===== config.mk =====
export PLATFORM = sky130hd
export DESIGN_NAME = mc_req_queue
export DESIGN_NICKNAME = d
export VERILOG_FILES = /design/src/rtl/mc_pkg.sv /design/src/rtl/mc_sync_fifo.sv /design/src/rtl/mc_req_queue.sv
export SDC_FILE = /design/constraint.sdc
export NUM_CORES = 2
export LEC_CHECK = 0
export ABC_AREA = 1
export BUFFER_PORTS_ARGS = -buffer_cell sky130_fd_sc_hd__buf_2
export CAP_MARGIN = 15
export CORE_MARGIN = 4
export CORE_UTILIZATION = 62
export CTS_CLUSTER_SIZE = 25
export DETAILED_ROUTE_END_ITERATION = 8
export GPL_TIMING_DRIVEN = 1
export HOLD_SLACK_MARGIN = 0.08
export PLACE_DENSITY = 0.79
export SKIP_LAST_GASP = 1
export SLEW_MARGIN = 5
export SYNTH_ARGS = -nofsm -noshare
export SYNTH_HDL_FRONTEND = slang
export SYNTH_SLANG_ARGS = --single-unit
export TNS_END_PERCENT = 50

===== constraint.sdc =====
create_clock -name clk -period 6.7 [get_ports clk]
set_input_delay 0.67 -clock clk [delete_from_list [all_inputs] [get_ports clk]]
set_output_delay 0.67 -clock clk [all_outputs]
set_load 0.03 [all_outputs]

===== src/rtl/mc_pkg.sv =====
// Shared DDR5 request types and address decode, used by the request
// queue and by the DIMM command scheduler.
package mc_pkg;

    localparam int ADDR_W   = 34;
    localparam int CORE_W   = 4;
    localparam int BG_W     = 3;
    localparam int BANK_W   = 2;
    localparam int ROW_W    = 16;
    localparam int COL_W    = 10;
    localparam int CYC_W    = 64;
    localparam int CH_BIT   = 6;

    // Encoding 2'd3 is illegal and never enters the queue.
    typedef enum logic [1:0] {
        RD     = 2'd0,
        WR     = 2'd1,
        IFETCH = 2'd2
    } opn_t;

    typedef struct packed {
        logic [CORE_W-1:0] core;
        opn_t              opn;
        logic [1:0]        byte_select;
        logic              channel;
        logic [BG_W-1:0]   bank_group;
        logic [BANK_W-1:0] bank;
        logic [ROW_W-1:0]  row;
        logic [COL_W-1:0]  column;
        logic [ADDR_W-1:0] addr;
        logic [CYC_W-1:0]  arr_cyc;
    } req_t;

    // Splits a physical address into DDR5 fields; core, opn and arr_cyc
    // are left zero for the caller to fill in.
    function automatic req_t decode_addr(input logic [ADDR_W-1:0] addr);
        req_t r;
        r             = '0;
        r.byte_select = addr[1:0];
        r.channel     = addr[CH_BIT];
        r.bank_group  = addr[9:7];
        r.bank        = addr[11:10];
        r.row         = addr[33:18];
        r.column      = {addr[17:12], addr[5:2]};
        r.addr        = addr;
        return r;
    endfunction

endpackage


===== src/rtl/mc_sync_fifo.sv =====
// Generic in-order FIFO with combinational head read. Storage is not
// reset; only pointers and occupancy are.
module mc_sync_fifo #(
    parameter type T     = logic [7:0],
    parameter int  DEPTH = 16
) (
    input  logic                   clk,
    input  logic                   rst_n,
    input  logic                   push_i,
    input  T                       data_i,
    input  logic                   pop_i,
    output T                       data_o,
    output logic                   valid_o,
    output logic                   full_o,
    output logic [$clog2(DEPTH):0] count_o
);

    localparam int PTR_W = $clog2(DEPTH);
    localparam int CNT_W = PTR_W + 1;

    T                 mem [DEPTH];
    logic [PTR_W-1:0] wr_ptr_q, wr_ptr_d;
    logic [PTR_W-1:0] rd_ptr_q, rd_ptr_d;
    logic [CNT_W-1:0] count_q, count_d;
    logic             do_push;
    logic             do_pop;

    assign full_o  = (count_q == CNT_W'(DEPTH));
    assign valid_o = (count_q != '0);
    assign count_o = count_q;
    assign do_push = push_i && !full_o;
    assign do_pop  = pop_i && valid_o;
    assign data_o  = mem[rd_ptr_q];

    // Next-state pointers (wrap naturally, DEPTH is a power of two) and occupancy.
    always_comb begin
        wr_ptr_d = wr_ptr_q;
        rd_ptr_d = rd_ptr_q;
        count_d  = count_q;
        if (do_push) begin
            wr_ptr_d = wr_ptr_q + PTR_W'(1);
        end
        if (do_pop) begin
            rd_ptr_d = rd_ptr_q + PTR_W'(1);
        end
        case ({do_push, do_pop})
            2'b10:   count_d = count_q + CNT_W'(1);
            2'b01:   count_d = count_q - CNT_W'(1);
            default: count_d = count_q;
        endcase
    end

    // Pointer and occupancy registers; reset discards all entries at once.
    always_ff @(posedge clk or negedge rst_n) begin
        if (!rst_n) begin
            wr_ptr_q <= '0;
            rd_ptr_q <= '0;
            count_q  <= '0;
        end else begin
            wr_ptr_q <= wr_ptr_d;
            rd_ptr_q <= rd_ptr_d;
            count_q  <= count_d;
        end
    end

    // Entry storage write.
    always_ff @(posedge clk) begin
        if (do_push) begin
            mem[wr_ptr_q] <= data_i;
        end
    end

endmodule


===== src/rtl/mc_req_queue.sv =====
// Front-end request stage: validates CPU requests, decodes the address,
// stamps the arrival cycle and queues legal requests for the scheduler.
// Illegal requests are consumed and counted instead of queued.
module mc_req_queue
    import mc_pkg::*;
#(
    parameter int DEPTH    = 16,
    parameter int MAX_CORE = 11
) (
    input  logic                   clk,
    input  logic                   rst_n,
    input  logic                   in_valid,
    output logic                   in_ready,
    input  logic [CORE_W-1:0]      in_core,
    input  logic [1:0]             in_opn,
    input  logic [ADDR_W-1:0]      in_addr,
    output logic                   out_valid,
    input  logic                   out_ready,
    output req_t                   out_req,
    output logic [$clog2(DEPTH):0] count,
    output logic                   full,
    output logic                   drop_pulse,
    output logic [15:0]            drop_cnt,
    output logic [63:0]            cycle
);

    localparam logic [CORE_W-1:0] MAX_CORE_L = CORE_W'(MAX_CORE);

    logic        illegal;
    logic        accept;
    logic        push;
    req_t        push_req;
    logic [63:0] cycle_q, cycle_d;
    logic        drop_pulse_q, drop_pulse_d;
    logic [15:0] drop_cnt_q, drop_cnt_d;

    assign illegal    = (in_core > MAX_CORE_L) || (in_opn == 2'd3) || in_addr[CH_BIT];
    // Ready depends only on registered occupancy, never on out_ready.
    assign in_ready   = !full;
    assign accept     = in_valid && in_ready;
    assign push       = accept && !illegal;
    assign cycle      = cycle_q;
    assign drop_pulse = drop_pulse_q;
    assign drop_cnt   = drop_cnt_q;

    // Build the queued entry: decoded address plus requester info and timestamp.
    always_comb begin
        push_req         = decode_addr(in_addr);
        push_req.core    = in_core;
        push_req.opn     = opn_t'(in_opn);
        push_req.arr_cyc = cycle_q;
    end

    // Next-state for the cycle counter and drop accounting (saturating).
    always_comb begin
        cycle_d      = cycle_q + 64'd1;
        drop_pulse_d = accept && illegal;
        drop_cnt_d   = drop_cnt_q;
        if (accept && illegal && (drop_cnt_q != 16'hFFFF)) begin
            drop_cnt_d = drop_cnt_q + 16'd1;
        end
    end

    // Counter and drop registers.
    always_ff @(posedge clk or negedge rst_n) begin
        if (!rst_n) begin
            cycle_q      <= '0;
            drop_pulse_q <= 1'b0;
            drop_cnt_q   <= '0;
        end else begin
            cycle_q      <= cycle_d;
            drop_pulse_q <= drop_pulse_d;
            drop_cnt_q   <= drop_cnt_d;
        end
    end

    mc_sync_fifo #(
        .T     (req_t),
        .DEPTH (DEPTH)
    ) u_fifo (
        .clk     (clk),
        .rst_n   (rst_n),
        .push_i  (push),
        .data_i  (push_req),
        .pop_i   (out_ready),
        .data_o  (out_req),
        .valid_o (out_valid),
        .full_o  (full),
        .count_o (count)
    );

endmodule


== Word-level counts from Yosys, hierarchy flattened ==
Memories as Yosys holds them, arrays and structs flattened.
Cells that the tools add are included.

* Muxes and demuxes: 3
* $lt $le $gt $ge: 1
* Reduce and logical (&&, ||, !) cells: 12
* $add $sub $neg: 6
* Equality and inequality tests: 5

{| class="wikitable"
|+ Operators with widths
! cell !! number
|-
| 64-bit by 1-bit adder with 64-bit output (second input constant) || 1
|-
| 16-bit by 1-bit adder with 16-bit output (second input constant) || 1
|-
| 16-bit != test (second input constant) || 1
|-
| 5-bit one-hot mux with 2 select lines || 1
|-
| 4-bit by 1-bit adder with 4-bit output (second input constant) || 2
|-
| 1-bit logical AND || 6
|-
| 5-bit by 1-bit adder with 5-bit output (second input constant) || 1
|-
| 5-bit == test (second input constant) || 1
|-
| 5-bit nonzero test || 1
|-
| 5-bit by 1-bit subtractor with 5-bit output (second input constant) || 1
|-
| 2-bit == test (second input constant) || 2
|-
| 4-bit greater-than comparator (second input constant) || 1
|-
| 2-bit by 1-bit == test with 1-bit output (second input constant) || 1
|-
| 1-bit zero test || 2
|-
| 1-bit logical OR || 2
|-
| 1-bit 2-to-1 mux || 2
|-
| 2-bit nonzero test || 1
|}

* Output and inout bits: 227
* RAM bits: 2208
* Bits in registers: 94
* Memories: 1

{| class="wikitable"
|+ Memory list
! memory !! depth !! bits a word !! read ports !! clocked after Yosys merged registers in !! wr ports !! RTL line !! source
|-
| u_fifo.mem || 16 || 138 || 1 || 0 || 1 || mc_sync_fifo.sv:21 || <nowiki>T mem [DEPTH];</nowiki>
|}

== Depth between registers and ports, before layout ==
* Word-level depth: 8
* Gate-level depth with buffers: 12

== By module ==
From an unflattened synthesis, not the netlist that was laid out.

* Cells, all modules: 9268
* Area total of the unflattened synthesis: 96839.1 um2

{| class="wikitable"
|+ By module, submodules not included
! module !! cells an instance !! times used !! sequential area each (um2) !! area each (um2)
|-
| mc_sync_fifo || 8607 || 1 || 66628.9 || 92217.2
|-
| mc_req_queue || 661 || 1 || 2026.9 || 4621.9
|}

== Worst setup path before layout ==
OpenSTA, ideal clock, no wires.

* Path kind: reg-to-reg
* From: register u_fifo.count_q[1], in the netlist u_fifo.count_o[1]
* To: memory u_fifo.mem[11][0] (netlist name), enable pin
* Setup time: 0.568 ns
* Stages on the path, launching flop included: 7
* Setup slack: 0.216 ns
* Arrival: 5.916 ns
* Buffers on the path: 0
* Path through: dfrtp_1 > inv_1 > nand4_1 > nand3_1 > inv_1 > nand2_1 > nor2_1

* Cells in the longest elaborated chain, start to end: 7

{| class="wikitable"
|+ RTL lines
! element !! RTL line !! source
|-
| start: declaration || mc_sync_fifo.sv:24 || <nowiki>logic [CNT_W-1:0] count_q, count_d;</nowiki>
|-
| start signal: assignment || mc_sync_fifo.sv:62 || <nowiki>count_q <= count_d;</nowiki>
|-
| 5-bit == test (*) || mc_sync_fifo.sv:28 || <nowiki>assign full_o = (count_q == CNT_W'(DEPTH));</nowiki>
|-
| 1-bit zero test (*) || mc_req_queue.sv:39 || <nowiki>assign in_ready = !full;</nowiki>
|-
| via in_ready || mc_req_queue.sv:13 || <nowiki>output logic in_ready,</nowiki>
|-
| 1-bit logical AND || mc_req_queue.sv:40 || <nowiki>assign accept = in_valid && in_ready;</nowiki>
|-
| 1-bit logical AND || mc_req_queue.sv:41 || <nowiki>assign push = accept && !illegal;</nowiki>
|-
| 1-bit logical AND (*) || mc_sync_fifo.sv:31 || <nowiki>assign do_push = push_i && !full_o;</nowiki>
|-
| 1-bit 2-to-1 mux (*) || mc_sync_fifo.sv:68 || <nowiki>if (do_push) begin</nowiki>
|-
| 1-bit 2-to-1 mux (implied by the code) (*) || mc_sync_fifo.sv:69 || <nowiki>mem[wr_ptr_q] <= data_i;</nowiki>
|-
| end: declaration || mc_sync_fifo.sv:21 ||
|}

The timed path passes the listed nets; every way through them passes the cells marked *.

==> out/results.tsv <==
stage	metric	value	unit
run_status	status	completed	
logic_synthesis	Seq cells post-synth	1758	
global_routing	remaining global-route overflow	0	
placement	Detailed Place HPWL	90200	um
logic_synthesis	synth unique cells	28	
logic_synthesis	YS warnings	0	
flow_run	number of max-cap violations	0	
floorplanning	FP Rows	123	
timing	Slew @ Worst Pin	1220	ps
timing	Setup Viol. Count Final	0	
cts	TritonCTS buffer count	168	
timing	Final Hold Fails	0	
timing	unrepaired setup endpoints after global routing	no	
pwr	Power Dens Cells	424	nW/um2
critical_path	CP Capture Type	output pin	
critical_path	Worst Setup Start Kind	flip-flop	
floorplanning	Die Width	345	um
detailed_routing	DRC	0	
timing	maximum clock frequency	199	MHz
cts	CTS tree	built	
cts	clk_lat worst skew	790	ps
logic_synthesis	mean post-synth cell area	12.1	um2
timing	hold_ws	269	ps
detailed_routing	M1 WL	64200	um
critical_path	crit path max fanout	101	
floorplanning	die area	119000	um2
logic_synthesis	sequential share of the synthesized area	74.4	%
detailed_routing	routed len/inst	22.4	um
finish	layout cell share with drive strength beyond 1	10.3	%
finish	fin area	78400	um2
placement	placed cell area	72800	um2
critical_path	critical path type	reg -> out	
detailed_routing	via-per-instance ratio	6.08	
cts	Num Clock Sinks	1758	
logic_synthesis	Synth top cells by count	edfxtp_1 (1,664), nand2_1 (1,235), nor2_1 (781), o21ai_0 (568), a21oi_1 (417)	
logic_synthesis	most frequent cell after synthesis	edfxtp_1	
logic_synthesis	Syn Nets	5861	
finish	Final Util	69.6	%
logic_synthesis	Synth area leader	edfxtp_1	
timing	skew final	31.2	ps
timing	Final Max Tran Viols	0	
pwr	overall power	33.2	mW
pwr	Peak supply drop	0.455	mV
global_routing	first-pass GRT wire length	258000	um
cts	Setup Buffers After CTS	0	
logic_synthesis	synthesized cell area	70300	um2
logic_synthesis	largest cells by area after synthesis	edfxtp_1 (71%), nand2_1 (6.6%), nor2_1 (4.2%)	
finish	fill count	7376	
finish	NumNets Final	6039	
cts	CTS max path bufs	3	
detailed_routing	DRT Pass-1 Iters	8	
finish	Ant. Diodes	0	
detailed_routing	Via Count	46300	
floorplanning	IO Pins	271	
placement	PortBufs	270	
detailed_routing	drt total wl	171000	um
cts	H-tree Lvls	4	
timing	final critical-path required period	5020	ps
timing	Max-slew headroom	18.6	%
cts	Worst-path clk slew	60	ps
timing	period utilisation layout	74.9	%
detailed_routing	routed wl met2	84400	um
logic_synthesis	Synth top area share	71.0	%
global_routing	initial antenna violation count	1	
finish	Area Overhead vs Synth	11.4	%
global_routing	largest net degree at the start of global routing	213	
detailed_routing	highest metal used	met4	
detailed_routing	DR WL met3	15700	um
logic_synthesis	Post-synth EDFFs	1664	
global_routing	Global Route Usage Sum	28.4	%
critical_path	Worst EP required	6030	ps
cts	Root Driver	clkbuf_16	
logic_synthesis	Synth Instances	5805	
timing	setup TNS	0	ps
logic_synthesis	Synth Flop Type	edfxtp_1	
pwr	Leak	27.5	nW
global_routing	vias in the first global route	44500	
placement	gpl congestion	0.892	
floorplanning	Die Y	345	um
detailed_routing	DRT iter0 DRCs	5587	
critical_path	CP Data Arrival Time	4350	ps
detailed_routing	DRT antenna net count	0	
min_path	Worst Hold Class	in -> reg	
logic_synthesis	async set or reset register ratio after synthesis	5.35	%
floorplanning	core area	112000	um2
floorplanning	initial core utilization	62.5	%
-- cells in the final DEF (no fill, tap or decap), drive strengths merged, types with 4 or more instances in the layout --
| cell type | count |
|---|---|
| o21ai | 865 |
| ha | 11 |
| edfxtp | 1664 |
| buf | 367 |
| xnor2 | 29 |
| nand2 | 1235 |
| nor2 | 785 |
| nand3 | 231 |
| bufinv | 18 |
| xor2 | 18 |
| clkinvlp | 6 |
| nand4 | 19 |
| clkinv | 68 |
| clkbuf | 213 |
| dfrtp | 94 |
| a21oi | 417 |
| inv | 76 |
| nand3b | 4 |
-- critical path, cell delays in order (launching register included) --
cell and delay [ps]:
dfrtp_4 740, buf_4 670, buf_4 870, nand2_1 150, nand3_1 170, nand2_1 120, a21oi_1 210, o21ai_1 130
nand2_1 160, buf_2 220
-- report_power, final --
part / internal [mW] / switching, mW / leakage (nW)
combinational: 2.82 / 8.34 / 8.55
sequential: 12.2 / 0.356 / 16.3
clock: 5.51 / 3.96 / 2.69
-- timing repair --
| action | in CTS | in global routing |
|---|---|---|
| hold endpoints to repair | 21 | 0 |
| hold buffers | 1 | 0 |
| gates resized for setup | 0 | 0 |
-- worst paths after layout --
check / from / end / slack, ps / depth (start not counted)
min in group asynchronous: rst_n / drop_cnt[5] / 360 / 2
setup / recovery: u_fifo.rd_ptr_q[0] / out_req[84] / 1680 / 9
setup reg to reg: u_fifo.count_o[1] / u_fifo.mem[15][40] / 3030 / 7
hold / removal: in_addr[10] / u_fifo.mem[2][124] / 270 / 1
hold reg to reg: cycle[8] / cycle[8] / 510 / 1
max in group asynchronous: rst_n / cycle[51] / 5020 / 3
-- layer usage --
layer / vias up / global-route usage (%)
li1: 20800 / -
met1: 22500 / 38.1
met2: 2635 / 47.3
met3: 405 / 4.40
met4: 0 / 11.8
met5: - / 0
-- cell type report --
class | count | area, um2 | share of cell area (%)
flip-flops and latches | 1758 | 52300 | 66.8
multi-input cells | 3617 | 16000 | 20.5
clock buffers | 213 | 4560 | 5.82
repair buffers | 368 | 2290 | 2.92
well taps | 1500 | 1880 | 2.40
clock inverters | 98 | 965 | 1.23
inverters | 70 | 282 | 0.359
-- state kept, by name, indices dropped and copies added, names as in the netlist --
signal / flops
drop_pulse: 1
u_fifo.rd_ptr_q: 4
u_fifo.mem: 1664
cycle: 64
drop_cnt: 16
u_fifo.count_o: 5
u_fifo.wr_ptr_q: 4
-- per-stage QoR --
stage	setup WS [ps]	instances
2_1_floorplan	216	5805
4_1_cts	1720	7622
5_1_grt	1490	7624
3_3_place_gp	2540	7310
6_report	1680	7624
3_5_place_dp	2450	7310
-- logic make-up (layout without fill, tap and decap cells) --
kind of cell / after synthesis / count (layout) / share of synthesized area [%]
AOI/OAI and AO/OA: 1283 / 1283 / 9.13
xor gates and xnor gates: 47 / 47 / 0.585
adders and majority gates: 12 / 12 / 0.224
buffers and inverters: 430 / 749 / 2.99
DFF: 1758 / 1758 / 74.4
and+or+nand+nor: 2275 / 2275 / 12.7
Note: power is estimated with default switching activity, not from simulation.
